--- src/rtl/ahb_sync_sram_bridge.sv ---
// ahb_sync_sram_bridge: zero-wait AHB-Lite subordinate for a 1-cycle synchronous SRAM with a posted one-entry write buffer
module ahb_sync_sram_bridge #(
  parameter int W_DATA = 32,
  parameter int W_ADDR = 32,
  parameter int DEPTH = 2048
)(
  input  logic                     clk,
  input  logic                     rst_n,
  input  logic                     ahbls_hready,
  output logic                     ahbls_hready_resp,
  output logic                     ahbls_hresp,
  input  logic [W_ADDR-1:0]        ahbls_haddr,
  input  logic                     ahbls_hwrite,
  input  logic [1:0]               ahbls_htrans,
  input  logic [2:0]               ahbls_hsize,
  input  logic [W_DATA-1:0]        ahbls_hwdata,
  output logic [W_DATA-1:0]        ahbls_hrdata,
  output logic                     sram_cs_n,
  output logic                     sram_we_n,
  output logic [W_DATA/8-1:0]      sram_be_n,
  output logic [$clog2(DEPTH)-1:0] sram_addr,
  output logic [W_DATA-1:0]        sram_wdata,
  input  logic [W_DATA-1:0]        sram_rdata
);
  localparam int AW = $clog2(DEPTH);
  localparam int NB = W_DATA / 8;
  logic accept, rd_acc, direct_wr, capture, retire;
  logic dph_write, wbuf_valid;
  logic [AW-1:0] word, dph_addr, wbuf_addr;
  logic [NB-1:0] mask, dph_mask, wbuf_mask, merge_mask;
  logic [W_DATA-1:0] wbuf_data;
  logic unused;
  assign unused = &{1'b0, ahbls_haddr[W_ADDR-1:AW+2], ahbls_htrans[0]};
  // strobes are gated by reset so a buffered write is dropped, not retired, during reset
  assign accept    = rst_n && ahbls_hready && ahbls_htrans[1];
  assign rd_acc    = accept && !ahbls_hwrite;
  assign direct_wr = rst_n && dph_write && !rd_acc;
  assign capture   = dph_write && rd_acc;
  assign retire    = rst_n && wbuf_valid && !rd_acc;
  assign word      = ahbls_haddr[AW+1:2];
  always_comb
    mask = ahbls_hsize == 3'd0 ? 4'b0001 << ahbls_haddr[1:0] :
           ahbls_hsize == 3'd1 ? (ahbls_haddr[1] ? 4'b1100 : 4'b0011) : 4'b1111;
  assign ahbls_hready_resp = 1'b1;
  assign ahbls_hresp       = 1'b0;
  assign sram_cs_n  = !(rd_acc || direct_wr || retire);
  assign sram_we_n  = !(direct_wr || retire);
  assign sram_addr  = rd_acc ? word : direct_wr ? dph_addr : wbuf_addr;
  assign sram_be_n  = direct_wr ? ~dph_mask : retire ? ~wbuf_mask : '1;
  assign sram_wdata = direct_wr ? ahbls_hwdata : wbuf_data;
  always_comb begin
    ahbls_hrdata = sram_rdata;
    for (int i = 0; i < NB; i++)
      if (merge_mask[i]) ahbls_hrdata[8*i +: 8] = wbuf_data[8*i +: 8];
  end
  always_ff @(posedge clk) begin
    if (!rst_n) begin
      dph_write  <= 1'b0;
      dph_addr   <= '0;
      dph_mask   <= '0;
      wbuf_valid <= 1'b0;
      wbuf_addr  <= '0;
      wbuf_mask  <= '0;
      wbuf_data  <= '0;
      merge_mask <= '0;
    end else begin
      assert (!(direct_wr && retire));
      dph_write <= accept && ahbls_hwrite;
      if (accept) begin
        dph_addr <= word;
        dph_mask <= mask;
      end
      merge_mask <= !rd_acc ? '0 :
                    (wbuf_valid && wbuf_addr == word) ? wbuf_mask :
                    (capture && dph_addr == word) ? dph_mask : '0;
      if (capture) begin
        wbuf_valid <= 1'b1;
        wbuf_addr  <= dph_addr;
        wbuf_mask  <= dph_mask;
        wbuf_data  <= ahbls_hwdata;
      end else if (retire) wbuf_valid <= 1'b0;
    end
  end
endmodule

--- config.mk ---
export PLATFORM = sky130hd
export DESIGN_NAME = ahb_sync_sram_bridge
export DESIGN_NICKNAME = d
export VERILOG_FILES = /design/src/rtl/ahb_sync_sram_bridge.sv
export SDC_FILE = /design/constraint.sdc
export NUM_CORES = 1
export LEC_CHECK = 0
export BUFFER_PORTS_ARGS = -buffer_cell sky130_fd_sc_hd__buf_4
export CORE_MARGIN = 8
export CORE_UTILIZATION = 42
export DETAILED_ROUTE_END_ITERATION = 10
export PLACE_DENSITY = 0.77
export SYNTH_ARGS = -nofsm -noshare
export SYNTH_HDL_FRONTEND = slang
export SYNTH_SLANG_ARGS = --single-unit
export TNS_END_PERCENT = 100
--- constraint.sdc ---
create_clock -name clk -period 1.6 [get_ports clk]
set_clock_uncertainty 0.2 [all_clocks]
set_input_delay 0.08 -clock clk [delete_from_list [all_inputs] [get_ports clk]]
set_output_delay 0.08 -clock clk [all_outputs]
set_load 0.05 [all_outputs]
After elaboration in Yosys (flattened, before gate mapping)
Index checks and enable logic that the tools add are counted.
{ "word_totals": {"out_inout_bits": 83, "word_cells": 51, "register_bits": 68, "inputBits": 105} }
{ "op_classes": {"reduce_logical": 21, "bitwise": 2, "n_eq_ne": 3, "shifts": 1, "n_mux": 16} }
{ "op_table": {"columns": ["op", "n"], "rows": [
  ["$mux 32", 1],
  ["$mux 8", 4],
  ["$mux 4", 7],
  ["$eq 11x11->1", 2],
  ["$mux 11", 2],
  ["$logic_and 1x1->1", 11],
  ["$not 4->4", 2],
  ["$logic_not 1->1", 4],
  ["$shl 1x2->4 const A", 1],
  ["$eq 3x1->1 const B", 1],
  ["$logic_not 3->1", 1],
  ["$logic_or 1x1->1", 3],
  ["$mux 1", 2],
  ["$reduce_and 2->1", 1],
  ["$reduce_bool 2->1", 1]
]} }

Longest topological paths before layout
{ "depth": {"ltp_word": 8, "ltp_mapped": 7, "mapped_depth_nobuf": 5} }

Least setup slack after synthesis
Ideal clock, no wire load.
{ "synth_timing": {"kind": "flip-flop to output port", "from": "register dph_write", "to": "output sram_addr[0]", "arrival_time_ns": 1.966, "setup_slack_ns": -0.646, "stages_incl_launch_ff": 5, "n_path_buf": 1, "t_required_ns": 1.320, "path_cell_list": "dfxtp_1 -> nand2_1 -> buf_2 -> mux2i_1 -> o21ai_0"} }
{ "synth_between": {"elab_chain_len": 4} }
{ "synth_rtl": {"columns": ["element", "line_no", "source"], "rows": [
  ["start: declaration", "28", "logic dph_write, wbuf_valid;"],
  ["start signal: assignment", "68", "dph_write <= accept && ahbls_hwrite;"],
  ["$logic_and 1x1->1 (2 in series)", "37", "assign direct_wr = rst_n && dph_write && !rd_acc;"],
  ["$mux 11 (2 in series)", "48", "assign sram_addr = rd_acc ? word : direct_wr ? dph_addr : wbuf_addr;"],
  ["end: declaration", "21", "output logic [$clog2(DEPTH)-1:0] sram_addr,"]
]} }
No other way between the ends.

Final worst setup path
{ "layout_timing": {"from": "register dph_write", "to": "output sram_wdata[10]"} }
{ "layout_between": {"elab_chain_len": 3} }
{ "layout_rtl": {"columns": ["element", "line_no", "source"], "rows": [
  ["$logic_and 1x1->1 (2 in series)", "37", null],
  ["$mux 32", "50", "assign sram_wdata = direct_wr ? ahbls_hwdata : wbuf_data;"],
  ["end: declaration", "22", "output logic [W_DATA-1:0] sram_wdata,"]
]} }
No other way between the ends.

==> run_results.csv <==
group,metric,value,unit
clock_network,ctsHoldBuffers,51,
power,clkPwrFrac,33.3,%
synthesis,synth_common_cells,"nand2_1, dfxtp_1, mux2_2",
detailed_routing,via_per_inst,5.53,
synthesis,synth_top_area_cell,"dfxtp_1",
sta,min_period,2.00,ns
sta,drv_slew,0,
synthesis,async_flop_share,0,%
sta,setup_ws,-0.396,ns
power,powerDensity,572,nW/um2
floorplanning,num_rows,35,
layout,final.fill_count,477,
power,intPower,2.98,mW
power,pwr-share-seq,41.4,%
synthesis,ys_ff_latch,68,
critical_path,r2r_start,"dph_write$_SDFF_PN0_",
power,switching_share,28.7,%
synthesis,ys_seq_area_share,34.9,%
critical_path,rrSetupSlack,-0.27,ns
floorplanning,start_util,42.8,%
placed_design,portBuffers,165,
sta,fin_setup_tns,-21.51,ns
power,p_comb_share,25.3,%
power,p_leak,2.97,nW
sta,fin_hold_ws,-0.0844,ns
critical_path,cp.required,1.32,ns
critical_path,arrival,1.72,ns
critical_path,critPathKind,"reg2out",
clock_network,cts_buffers,9,
floorplanning,die_w,112,um
status,status,"complete, but fails checks",
grt,grt_overflow,0,
synthesis,synth-edff-count,0,
clock_network,cts_tree,"yes",
min_path,min_from,"ahbls_hsize[2]",
sta,fmax,0.501,GHz
layout,finalInstanceArea,7320,um2
clock_network,cts_sinks,68,
synthesis,synth_ff_type,"dfxtp_1",
power,switchingPower,1.20,mW
clock_network,htreeDepth,3,
run,cap_violations,0,
critical_path,startpoint,"dph_write$_SDFF_PN0_",
placed_design,gp_congestion,0.835,
grt,grt_max_degree,39,
critical_path,critPathMaxFanout,7,
layout,nets,798,
synthesis,synth.area.top_cells,"dfxtp_1, mux2_2, nand2_1",
synthesis,synth_top_area_share,34.9,%
synthesis,synth_most_common_cell,"nand2_1",
synthesis,netlist_area,3900,um2
detailed_routing,wl_per_cell,21.7,um
placed_design,place_area,5420,um2
sta,min_period_over_period,125,%
grt,grt_pass1_vias,4408,
power,irDropWorstVdd,0.000389,V
placed_design,dp_hpwl,9500,um
synthesis,yosys_warnings,0,
clock_network,clockBufferDepth,2,
grt,track_usage,24.0,%
critical_path,startpoint_type,"register",
floorplanning,boundaryPins,188,
detailed_routing,dr.first_iter.drc_count,306,
min_path,hp-class,"in2reg",
critical_path,crit_end,"sram_wdata[10]",
power,power.total,4.19,mW
synthesis,syn_avg_cell_area,8.51,um2
synthesis,synth_cell_types,29,
layout,drive_above_1_share,51.4,%
sta,hold_violations,1,
detailed_routing,drt_first_pass_iters,4,
detailed_routing,num_vias,4485,
detailed_routing,drtAntennaViolNets,0,
clock_network,clk_pin_slew_worst_paths,0.07,ns
critical_path,critical_path.endpoint_type,"output port",
detailed_routing,drt_wl_total,17600,um
clock_network,root_buffer,"clkbuf_8",
critical_path,timing.rr.end,"wbuf_data[14]$_SDFFE_PN0P_",
critical_path,r2r_cells,7,
sta,rsz0062_at_grt,"yes",
status,violations,"negative hold slack, negative setup slack",
clock_network,clk_latency,0.34,ns
detailed_routing,drc,0,
synthesis,synth_cells,458,
sta,setup_violations,100,
layout,syn_to_final_growth,87.9,%
floorplanning,die_h,112,um
grt,antenna_found_initial,2,
floorplanning,dieArea,12600,um2
floorplanning,core,9110,um2
grt,grt_pass1_wl,24400,um
layout,utilization,80.4,%
synthesis,synth.net_count,563,
## cell type report
type                       count  area, um2  share of cell area [%]
multi-input combinational    355       2890                    39.4
clock inverter                 2       35.0                   0.478
tap                          111        139                    1.90
antenna                        3       7.51                   0.103
clock buffer                  13        149                    2.03
inverter                       2       7.51                   0.103
sequential                    68       1410                    19.2
timing repair buffer         257       2690                    36.7
## layer usage
metal  track usage, %  wire (um)  up-vias
met5                0          0        -
li1                 -          -     2025
met3             6.44       1330       46
met1             27.7       6750     2167
met2             42.1       8950      247
met4             7.46        554        0
## stage by stage
step / setup slack [ns] / std cells
finish: -0.396 / 811
CTS: -0.377 / 803
floorplan: -0.0688 / 458
global placement: -0.150 / 728
detailed placement: -0.187 / 728
global route: -0.430 / 811
## how the worst min path moves through the flow
stage                                            end  slack [ns]  cells past startpoint
after global placement    wbuf_data[31]$_SDFFE_PN0P_        0.15                      3
final                       dph_mask[2]$_SDFFE_PN0N_       -0.08                      5
after floorplan             dph_addr[5]$_SDFFE_PN0N_        0.02                      2
after detailed placement  wbuf_data[28]$_SDFFE_PN0P_        0.16                      3
after CTS                   merge_mask[2]$_SDFF_PN0_        0.04                      5
after global routing        dph_mask[2]$_SDFFE_PN0N_       -0.03                      5
## worst max-delay path, stage by stage (launching register included)
cell and delay [ns]:
dfxtp_2 0.36, nand2_4 0.07, nor2_4 0.13, buf_12 0.17, buf_16 0.13, mux2_2 0.35, buf_6 0.16
## timing repair
action                                  in CTS  in global routing
hold endpoints to repair                    48                  1
gates resized for setup                    143                113
cloned                                       2                  3
endpoints found under the setup margin      84                132
setup buffers                                7                  6
pin swaps                                   16                 16
## cells in the final DEF, fill, tap and decap left out, types with 6 or more instances in the layout
cell / n
dfxtp_2: 13
nor2_1: 7
xnor2_1: 12
clkbuf_8: 10
dfxtp_4: 8
a21boi_0: 54
mux2_2: 22
o21ai_2: 9
nand2_1: 129
xnor2_2: 7
dlygate4sd3_1: 49
buf_12: 6
mux2_4: 45
nand4_1: 9
buf_6: 42
dfxtp_1: 47
buf_4: 114
mux2i_4: 6
buf_8: 41
## sequential cells by signal (all words and copies together), names as in the netlist
signal	cells
merge_mask	4
wbuf_valid	1
dph_addr	11
wbuf_data	32
wbuf_addr	11
dph_mask	4
dph_write	1
wbuf_mask	4
## logic make-up after synthesis
family / after synthesis / share of synthesized area, %
and+or+nand+nor: 168 / 18.1
muxes: 82 / 23.2
AOI/OAI and AO/OA: 81 / 14.2
DFF: 68 / 34.9
buffers and inverters: 35 / 4.40
xor gates and xnor gates: 22 / 4.94
other: 2 / 0.193
## power groups by stage
stage	Sequential, mW	Clock [mW]	Combinational (mW)
4_1_cts	1.73	1.40	0.935
5_1_grt	1.73	1.49	1.10
6_report	1.73	1.40	1.06
2_1_floorplan	1.77	0	0.427
3_3_place_gp	1.77	0	0.753
3_5_place_dp	1.77	0	0.764
No activity file was read; power rests on OpenSTA's default activity.
